==> src/rtl/mem_pkg.sv <==
// Shared definitions for the MEM-stage data-memory access unit.
//   mem_state_t : access sequencer states
//   BE_WORD     : byte-enable pattern for a full 32-bit beat
//   byte_be()   : one-hot byte enable for a byte lane
package mem_pkg;

   typedef enum logic [1:0] {
      IDLE  = 2'd0,
      BEAT0 = 2'd1,
      BEAT1 = 2'd2,
      DONE  = 2'd3
   } mem_state_t;

   localparam logic [3:0] BE_WORD = 4'b1111;

   function automatic logic [3:0] byte_be(input logic [1:0] lane);
      return 4'b0001 << lane;
   endfunction

endpackage

==> src/rtl/mem_load_align.sv <==
// Combinational load-data formatter.
//   byte_sel   in  : byte load, select lane and sign-extend to 64
//   dbl        in  : double load, assemble two 32-bit beats
//   hi_first   in  : first beat carried the high word of the double
//   lane       in  : byte lane (address bits [1:0]) for byte loads
//   first_word in  : data captured on the first beat of a double
//   rdata      in  : data of the beat completing this cycle
//   load_data  out : formatted 64-bit load value
module mem_load_align (
   input  logic        byte_sel,
   input  logic        dbl,
   input  logic        hi_first,
   input  logic [1:0]  lane,
   input  logic [31:0] first_word,
   input  logic [31:0] rdata,
   output logic [63:0] load_data
);

   logic [7:0] lane_byte;

   always_comb begin
      lane_byte = rdata[7:0];
      case (lane)
         2'd0: lane_byte = rdata[7:0];
         2'd1: lane_byte = rdata[15:8];
         2'd2: lane_byte = rdata[23:16];
         2'd3: lane_byte = rdata[31:24];
         default: lane_byte = rdata[7:0];
      endcase
   end

   always_comb begin
      load_data = '0;
      if (dbl) begin
         load_data = hi_first ? {first_word, rdata} : {rdata, first_word};
      end else if (byte_sel) begin
         load_data = {{56{lane_byte[7]}}, lane_byte};
      end else begin
         load_data = {{32{rdata[31]}}, rdata};
      end
   end

endmodule

==> src/rtl/mem_stage_access_unit.sv <==
// MEM-stage access unit: turns an EXE/MEM load/store into one or two beats
// on a 32-bit req/ack data-memory bus, stalls the pipeline until done and
// presents formatted load data to MEM/WB.
//   clk, rst                 : clock, synchronous active-high reset
//   EXE_MEM_*                : pipeline register bundle (address, data, kind)
//   dmem_req/we/addr/wdata/be: beat request, held stable until dmem_ack
//   dmem_ack/rdata           : beat completion and read data (same cycle)
//   MEM_Stall                : freeze upstream stages
//   MEM_LoadData             : formatted load result
//   MEM_Misalign             : pulse when a word/double address was realigned
//
// Handshake: a beat is transferred on a rising edge where dmem_req and
// dmem_ack are both 1; dmem_req and the beat fields do not change until then,
// and dmem_ack while dmem_req is 0 has no effect.
module mem_stage_access_unit
   import mem_pkg::*;
#(
   parameter int ADDR_W          = 32,
   parameter bit DOUBLE_HI_FIRST = 1'b0
) (
   input  logic              clk,
   input  logic              rst,
   input  logic [63:0]       EXE_MEM_Result,
   input  logic [63:0]       EXE_MEM_Treg,
   input  logic [63:0]       EXE_MEM_FPTregData,
   input  logic              EXE_MEM_MemRead,
   input  logic              EXE_MEM_MemWrite,
   input  logic              EXE_MEM_Byte,
   input  logic              EXE_MEM_double,
   input  logic              EXE_MEM_FPLoadStore,
   output logic              dmem_req,
   output logic              dmem_we,
   output logic [ADDR_W-1:0] dmem_addr,
   output logic [31:0]       dmem_wdata,
   output logic [3:0]        dmem_be,
   input  logic              dmem_ack,
   input  logic [31:0]       dmem_rdata,
   output logic              MEM_Stall,
   output logic [63:0]       MEM_LoadData,
   output logic              MEM_Misalign
);

   mem_state_t        state, state_nx;
   logic [ADDR_W-1:0] addr_q;
   logic [63:0]       wdata_q;
   logic              we_q, byte_q, dbl_q;
   logic [1:0]        lane_q;
   logic [31:0]       first_q;
   logic [63:0]       load_data_q;
   logic [63:0]       aligned_data;

   logic              access, dbl_in, byte_in, misalign_in;
   logic [ADDR_W-1:0] addr_in, addr_aligned;
   logic              last_beat, hi_word_sel;

   logic unused_bits;
   assign unused_bits = ^{EXE_MEM_Result[63:ADDR_W], EXE_MEM_Treg[63:32]};

   assign access  = EXE_MEM_MemRead | EXE_MEM_MemWrite;
   assign dbl_in  = EXE_MEM_double & EXE_MEM_FPLoadStore;
   assign byte_in = EXE_MEM_Byte & ~dbl_in;
   assign addr_in = EXE_MEM_Result[ADDR_W-1:0];

   assign misalign_in  = dbl_in ? (addr_in[2:0] != 3'b000)
                                : (~byte_in & (addr_in[1:0] != 2'b00));
   // Beats are always word aligned; a double additionally starts 8-aligned.
   assign addr_aligned = dbl_in ? {addr_in[ADDR_W-1:3], 3'b000}
                                : {addr_in[ADDR_W-1:2], 2'b00};

   always_ff @(posedge clk) begin
      if (rst) begin
         state <= IDLE;
      end else begin
         state <= state_nx;
      end
   end

   always_comb begin
      state_nx = state;
      dmem_req = 1'b0;
      case (state)
         IDLE:  if (access) state_nx = BEAT0;
         BEAT0: begin
            dmem_req = 1'b1;
            if (dmem_ack) state_nx = dbl_q ? BEAT1 : DONE;
         end
         BEAT1: begin
            dmem_req = 1'b1;
            if (dmem_ack) state_nx = DONE;
         end
         DONE:  state_nx = IDLE;
         default: state_nx = IDLE;
      endcase
   end

   assign last_beat   = (state == BEAT1) | ((state == BEAT0) & ~dbl_q);
   // Which half of the double this beat carries; single-word beats use low.
   assign hi_word_sel = dbl_q & ((state == BEAT1) ^ DOUBLE_HI_FIRST);

   assign dmem_we    = dmem_req & we_q;
   assign dmem_addr  = !dmem_req ? '0 :
                       (state == BEAT1) ? addr_q + ADDR_W'(4) : addr_q;
   assign dmem_wdata = !dmem_req ? 32'd0 :
                       byte_q ? {4{wdata_q[7:0]}} :
                       hi_word_sel ? wdata_q[63:32] : wdata_q[31:0];
   assign dmem_be    = !dmem_req ? 4'd0 : byte_q ? byte_be(lane_q) : BE_WORD;

   // Released in DONE so the EXE/MEM register advances exactly once.
   assign MEM_Stall    = access & (state != DONE);
   assign MEM_Misalign = (state == IDLE) & access & misalign_in;
   assign MEM_LoadData = load_data_q;

   mem_load_align u_align (
      .byte_sel   (byte_q),
      .dbl        (dbl_q),
      .hi_first   (DOUBLE_HI_FIRST),
      .lane       (lane_q),
      .first_word (first_q),
      .rdata      (dmem_rdata),
      .load_data  (aligned_data)
   );

   always_ff @(posedge clk) begin
      if (rst) begin
         addr_q      <= '0;
         wdata_q     <= '0;
         we_q        <= 1'b0;
         byte_q      <= 1'b0;
         dbl_q       <= 1'b0;
         lane_q      <= 2'd0;
         first_q     <= '0;
         load_data_q <= '0;
      end else begin
         if ((state == IDLE) && access) begin
            addr_q  <= addr_aligned;
            wdata_q <= EXE_MEM_FPLoadStore ? EXE_MEM_FPTregData
                                           : {32'd0, EXE_MEM_Treg[31:0]};
            we_q    <= EXE_MEM_MemWrite;
            byte_q  <= byte_in;
            dbl_q   <= dbl_in;
            lane_q  <= addr_in[1:0];
         end
         if ((state == BEAT0) && dmem_ack) begin
            first_q <= dmem_rdata;
         end
         // Result becomes visible in DONE, the cycle MEM/WB captures it.
         if (dmem_req && dmem_ack && last_beat && !we_q) begin
            load_data_q <= aligned_data;
         end
      end
   end

endmodule
==> config.mk <==
export PLATFORM = sky130hd
export DESIGN_NAME = mem_stage_access_unit
export DESIGN_NICKNAME = d
export VERILOG_FILES = /design/src/rtl/mem_pkg.sv /design/src/rtl/mem_load_align.sv /design/src/rtl/mem_stage_access_unit.sv
export SDC_FILE = /design/constraint.sdc
export NUM_CORES = 1
export LEC_CHECK = 0
export ABC_AREA = 1
export CAP_MARGIN = 40
export CORE_ASPECT_RATIO = 0.7
export CORE_UTILIZATION = 42
export DETAILED_ROUTE_END_ITERATION = 8
export DONT_BUFFER_PORTS = 1
export PLACE_DENSITY = 0.58
export SETUP_SLACK_MARGIN = 0.3
export SYNTH_ARGS = -nofsm -noshare
export SYNTH_HDL_FRONTEND = slang
export SYNTH_HIERARCHICAL = 1
export SYNTH_SLANG_ARGS = --single-unit
==> constraint.sdc <==
create_clock -name clk -period 1.9 [get_ports clk]
set_input_delay 0.38 -clock clk [delete_from_list [all_inputs] [get_ports clk]]
set_output_delay 0.38 -clock clk [all_outputs]
set_load 0.03 [all_outputs]
==> impl_results.md, run 1 <==
- Initial antenna violation count: 0
- DRC Markers: 0
- Worst R2R End: MEM_LoadData[40]
- TritonCTS clock tree: built
- RSZ-0062 raised after global routing: true
- Clk slew on worst S/H paths: 0.08 ns
- DRT Pass-1 Iters: 6
- Hold slack: 0.0480 ns
- CTS sink cnt: 197
- DRT iter0 DRCs: 1,234
- #FFs+latches synth: 197
- Final Critical Period: 2.37 ns
- Max Slew Vio Count: 0
- ANT nets after route: 0
- H-tree levels: 4
- Synthesized area per cell: 6.37 µm²
- Die area: 25,900 µm²
- Synthesis Warnings: 6
- Core ar.: 24,700 µm²
- Slew @ Worst Pin: 0.654 ns
- Worst VDD drop: 0.982 mV
- Num CTS Buffers: 17
- FF-to-FF Start: state[0]
- Placed cell areas: 12,100 µm²
- Routed length per placed instance: 20.8 µm
- Die Width: 192 µm
- Post-synthesis cell count: 1,666
- Antenna cells: 0
- Die Y: 135 µm
- Initial Utilization: 42.9%
- Layout cells sized above 1: 33.4%
- Final instance area: 15,700 µm²
- Vias per std cell: 5.68
- Distinct cells, synth: 36
- Final worst path period share: 125%
- I/O Buffers: 0
- DP HPWL: 24,600 µm
- Final-report setup violation count: 133
- Clock Skews: 0.00883 ns
- Hold Vio Cnt, Final: 0
- Hold Crit Class: input port to register
- Failing checks: setup timing
- Root Buffer: clkbuf_16
- Synthesized cell area: 10,600 µm²
- Remaining Overflow, GRT: 0
- Vias in the first global route: 10,400
- First-pass GRT wire length: 60,500 µm
- Final WL: 43,300 µm
- Routed vias: 11,800
- Data arrival time of the worst path: 1.99 ns
- Reported leakage power: 5.99 nW
- GRT Util Overall: 30.6%
- Critical Path Sink Type: output pin
- Crit Path Class: register to output pin
- Later-pin clock latency in the skew report: 0.44 ns
- Max_cap viols: 0
- Gp weighted congestion: 0.906
- Startpoint Class: register
- Clk buf depth: 2
- Status: finished with violations
- Pin count of the biggest net entering global routing: 191
- Pwr per Cell Area: 1600 nW/µm²
- Seq/Total Area, Yosys: 37.2%
- Final setup margin: -0.475 ns
- CP Capture Point: dmem_addr[15]
- R2R Setup Slk: -0.26 ns
- Num ports: 368
- CP required: 1.52 ns
- Normalized max-slew margin: 55.9%
- Row count: 48
- Worst Setup SP: state[0]
- Synth-to-layout area growth: 48.0%
- Nets: 1,982
- CP Max Fanout: 7
- Achievable Freq: 0.421 GHz
- Fillers: 2,191
- R2R depth: 15
[placed cells by master, fill, tap and decap left out, types with 28 or more instances in the layout]
cell type / n
buf_6: 42
a21oi_1: 243
nand3_1: 44
nand2_1: 280
buf_4: 59
buf_12: 29
o21ai_0: 77
nor2_4: 38
nor2_2: 29
inv_1: 108
dfxtp_1: 190
nand2_4: 79
nor2_1: 153
nand2_2: 55
a21oi_2: 68
a211oi_1: 28
[worst min-delay path by stage]
| stage | start | to | slack [ns] | cells after the start |
|---|---|---|---|---|
| 6_report | rst | wdata_q[0] | 0.05 | 1 |
| 5_1_grt | rst | wdata_q[0] | 0.003 | 1 |
| 4_1_cts | rst | addr_q[28] | 0.0007 | 1 |
| 3_5_place_dp | wdata_q[62] | wdata_q[62] | 0.45 | 2 |
| 3_3_place_gp | wdata_q[47] | wdata_q[47] | 0.44 | 2 |
| 2_1_floorplan | wdata_q[59] | wdata_q[59] | 0.44 | 2 |
[what timing repair did]
| action | 4_1_cts | 5_1_grt |
|---|---|---|
| setup endpoints to repair | 135 | 214 |
| hold buffers | 1 | 0 |
| resized for setup | 286 | 173 |
| setup buffers | 32 | 13 |
| cloned | 23 | 14 |
| pin swaps | 98 | 68 |
| hold endpoints to repair | 8 | 0 |
[cell families after synthesis]
logic type                 synth area share [%]
buffers and inverters                      9.56
other                                    0.0353
xor gates and xnor gates                  0.165
adders and majority gates                 0.708
and+or+nand+nor                            26.9
AOI/OAI and AO/OA                          25.5
DFF                                        37.2
[metal layers]
metal	part of all wire, %	up-vias	GRT usage [%]
met5	0	-	0
met4	1.4	0	7.31
met3	11	54	9.90
met2	43	555	43.2
met1	45	5583	44.4
li1	-	5635	-
[report_power, final]
part | switching, mW | internal (mW)
clock | 1.78 | 2.23
combinational | 8.70 | 6.08
sequential | 1.23 | 5.06
total | 11.7 | 13.4
[sequential cells by signal, summed over array words and instances, names as in the netlist]
register      cells
MEM_LoadData     64
wdata_q          64
first_q          32
addr_q           30
lane_q            2
state             2
byte_q            1
dbl_q             1
we_q              1
[synthesized netlist by cell type (all sizes together)]
library cell	count	area share (%)
nor3	7	0.33
conb	1	0.035
o21bai	1	0.11
buf	63	3.2
nand3b	2	0.14
o21a	4	0.28
nor2	220	8.0
a21oi	335	16
nor3b	3	0.26
nand2	415	15
xnor2	2	0.17
clkbuf	57	2.0
a22oi	1	0.071
inv	124	4.4
a31oi	2	0.12
o21ai	119	5.6
ha	6	0.71
a211oi	48	3.4
nand4	5	0.29
nand3	52	2.6
o31a	1	0.083
dfxtp	197	37
or2	1	0.059
[worst max-delay path, stage by stage, from the launching register on]
cell and delay (ns):
dfxtp_2 0.34, inv_4 0.06, ha_4 0.21, nand2_4 0.07
nor2_4 0.11, nand3_4 0.14, nor2_4 0.22, nor2_4 0.07
nor3b_4 0.17, buf_6 0.15
[metrics by stage]
stage	power, mW	TNS [ns]	cells	util (%)	worst slack (ns)
6_report	25.1	-39.36	2082	63.4	-0.475
5_1_grt	26.2	-49.61	2082	63.4	-0.579
4_1_cts	22.8	-31.31	2055	59.0	-0.477
3_5_place_dp	15.9	-0.264	1967	48.9	-0.0634
3_3_place_gp	15.8	-0.234	1967	48.9	-0.0535
2_1_floorplan	13.8	0	1672	-	0.0248
[final cells by class]
type	count	area, µm²	area share, %
multi-input cells	1231	7650	48.7
inverters	124	518	3.30
repair buffers	172	2530	16.1
clock inverters	13	195	1.24
flip-flops and latches	197	3960	25.2
repair inverters	1	8.76	0.0558
well taps	325	407	2.59
clock buffers	19	433	2.76
(Power assumes the default switching activity.)
==> run 2: changes to the inputs <==
--- a/config.mk
+++ b/config.mk
@@ -10,8 +10,7 @@
 export CORE_ASPECT_RATIO = 0.7
 export CORE_UTILIZATION = 42
 export DETAILED_ROUTE_END_ITERATION = 8
-export DONT_BUFFER_PORTS = 1
-export PLACE_DENSITY = 0.58
+export PLACE_DENSITY = 0.77
 export SETUP_SLACK_MARGIN = 0.3
 export SYNTH_ARGS = -nofsm -noshare
 export SYNTH_HDL_FRONTEND = slang
==> run 2 against run 1 <==
  * The run still ends with setup timing left
  * Non-clock buffer count is 342 higher
  * Global-route usage is 1.4 points higher
  * Utilization is 12 points higher
  * Power is 3.1% higher
  * Hold slack better by 0.35 ns
  * Fmax is 3.1% lower
  * Count of clock-buffer cells in the layout is 1 lower
  * Wire length is 10% higher
  * Clock power is 15% lower
  * Sequential share of layout area is 4.0 points lower
  * Clock skew is 0.0033 ns higher
  * Critical path depth is 2 higher
==> impl_results.md, run 2 (synthesis gave the netlist of run 1 again) <==
- Setup WS pre-CTS: -0.466 ns (-0.402 ns)
- Commonest non-fill, non-tap cells in the layout: 334 x nand2_1, 251 x a21oi_1, 189 x dfxtp_1
- Achievable Freq: 0.408 GHz (-3.1%)
- Nets: 2,324 (+17%)
- DRT iter0 DRCs: 1,528 (+24%)
- Status: finished with violations
- I/O Buffers: 301 (+301)
- Num CTS Buffers: 17 (unchanged)
- Later-pin clock latency in the skew report: 0.45 ns (about the same)
- Row count: 48 (unchanged)
- Power consumption: 25.9 mW (+3.1%)
- Clk buf depth: 2 (unchanged)
- Initial antenna violation count: 1 (+1)
- Final worst path period share: 129% (+4.1 points)
- Final Critical Period: 2.45 ns (+0.0770 ns)
- Data arrival time of the worst path: 2.07 ns (+0.08 ns)
- Startpoint Class: register
- CP Max Fanout: 6 (-1)
- DP HPWL: 27,800 µm (+13%)
- Post-Place Cells: 2,321 (+18%)
- Hold Crit Class: input port to register
- Hold Vio Cnt, Final: 0 (unchanged)
- Most common cell after layout, fill and taps aside: nand2_1
- TritonCTS clock tree: built
- Num ports: 368 (unchanged)
- Layout cells sized above 1: 32.1% (-1.3 points)
- Slew @ Worst Pin: 0.583 ns (-0.0704 ns)
- Non-Filler Instances: 2,420 (+16%)
- Vias in the first global route: 12,200 (+17%)
- Routed vias: 13,800 (+17%)
- Initial Utilization: 42.9% (unchanged)
- Vias per std cell: 5.70 (+0.26%)
- DRT Pass-1 Iters: 6 (unchanged)
- Remaining Overflow, GRT: 0 (unchanged)
- Die Y: 135 µm (unchanged)
- Crit Path Class: register to output pin
- Slowest CP cell: dfxtp_2
- RSZ-0062 raised after global routing: true
- CP most frequent cell: nor2_1
- Placed cell areas: 15,400 µm² (+27%)
- Clock Skews: 0.0122 ns (+0.00334 ns)
- Die area: 25,900 µm² (unchanged)
- Worst VDD drop: 0.958 mV (-2.4%)
- Normalized max-slew margin: 61.1% (+5.2 points)
- GRT Util Overall: 32.0% (+1.4 points)
- DRC Markers: 0 (unchanged)
- First-pass GRT wire length: 64,600 µm (+6.8%)
- Crit path cell chain: inv_4 > ha_4 > buf_8 > nand2_8 > clkinv_8 > clkbuf_16 > nor2_1 > nor2_1 > o21ai_2 > a21oi_4 > buf_6
- Final WL: 47,600 µm (+10%)
- Failing checks: setup timing
- Max Slew Vio Count: 0 (unchanged)
- Final instance area: 18,700 µm² (+19%)
- Routed length per placed instance: 19.7 µm (-5.3%)
- Reported leakage power: 7.91 nW (+32%)
- Root Buffer: clkbuf_16
- Core ar.: 24,700 µm² (unchanged)
- Max_cap viols: 0 (unchanged)
- Critical Path Sink Type: output pin
- ANT nets after route: 0 (unchanged)
- Hold buffer count at cts: 0 (-1)
- Die Width: 192 µm (unchanged)
- Gp weighted congestion: 0.905 (about the same)
- H-tree levels: 4 (unchanged)
- CTS sink cnt: 197 (unchanged)
- Pwr per Cell Area: 1380 nW/µm² (-13%)
- Max stage delay on crit path: 0.34 ns (about the same)
- Pin count of the biggest net entering global routing: 98 (-49%)
- Synth-to-layout area growth: 76.0%
- CP required: 1.52 ns (about the same)
- Clk slew on worst S/H paths: 0.07 ns (about the same)
- Final-report setup violation count: 133 (unchanged)
- Antenna cells: 0 (unchanged)
- Final setup margin: -0.552 ns (-0.0770 ns)
## run 2: changes by cell type in the layout (fill, tap and decap cells not counted), moves of 13 or more
| cell | delta |
|---|---|
| clkdlybuf4s50_1 | +163 |
| buf_6 | +60 |
| nor2_1 | -13 |
| nand2_4 | -58 |
| buf_4 | +59 |
| dlymetal6s2s_1 | +41 |
| nand2_1 | +54 |
## run 2: repair_timing
action,in CTS,in global routing
pin swaps,61,79
endpoints found under the setup margin,299,325
gates cloned,15,13
gates resized for setup,279,265
buffers inserted,31,12
## run 2: through the flow
step                      hold WS, ns  TNS, ns  utilization [%]
after floorplan                 0.441        0                -
after global placement          0.448   -38.51             62.2
after detailed placement        0.454   -45.40             62.2
after CTS                       0.367   -44.53             70.5
after global routing            0.399   -56.20             75.5
final                           0.402   -47.67             75.5
## run 2: worst max-delay path, delay by kind of cell, from the launching register on
family	cells	cell delay, ns
buf+inv	5	0.60
simple gates	3	0.27
compound gates	2	0.25
fa+ha+maj	1	0.17
flops	1	0.34
## run 2: final timing paths
kind | from | end | slack [ns] | cells after the start
worst min-delay path | rst | addr_q[21] | 0.40 | 2
worst max-delay path | state[0] | dmem_wdata[22] | -0.55 | 11
worst min register to register | MEM_LoadData[45] | MEM_LoadData[45] | 0.46 | 2
worst max register to register | state[0] | MEM_LoadData[52] | -0.34 | 14
## run 2: cell type report
cell class	instances	area, µm²
clock buffer	18	429
tap	325	407
sequential	197	3960
clock inverter	10	85.1
timing repair inverter	1	16.3
fill	1693	6070
timing repair buffer	514	5860
inverter	124	532
multi-input combinational	1231	7390
## run 2: power by group
| part | total, mW | switching, mW | internal (mW) |
|---|---|---|---|
| clock network | 3.42 | 1.65 | 1.77 |
| registers | 5.79 | 0.730 | 5.06 |
| logic | 16.6 | 9.55 | 7.09 |
## run 2: layer usage
metal | GRT usage [%] | vias up | share of wire, %
li1 | - | 6302 | -
met2 | 48.3 | 881 | 45
met3 | 7.69 | 162 | 11
met5 | 0 | - | 0.021
met1 | 43.5 | 6436 | 41
met4 | 13.9 | 2 | 3.9
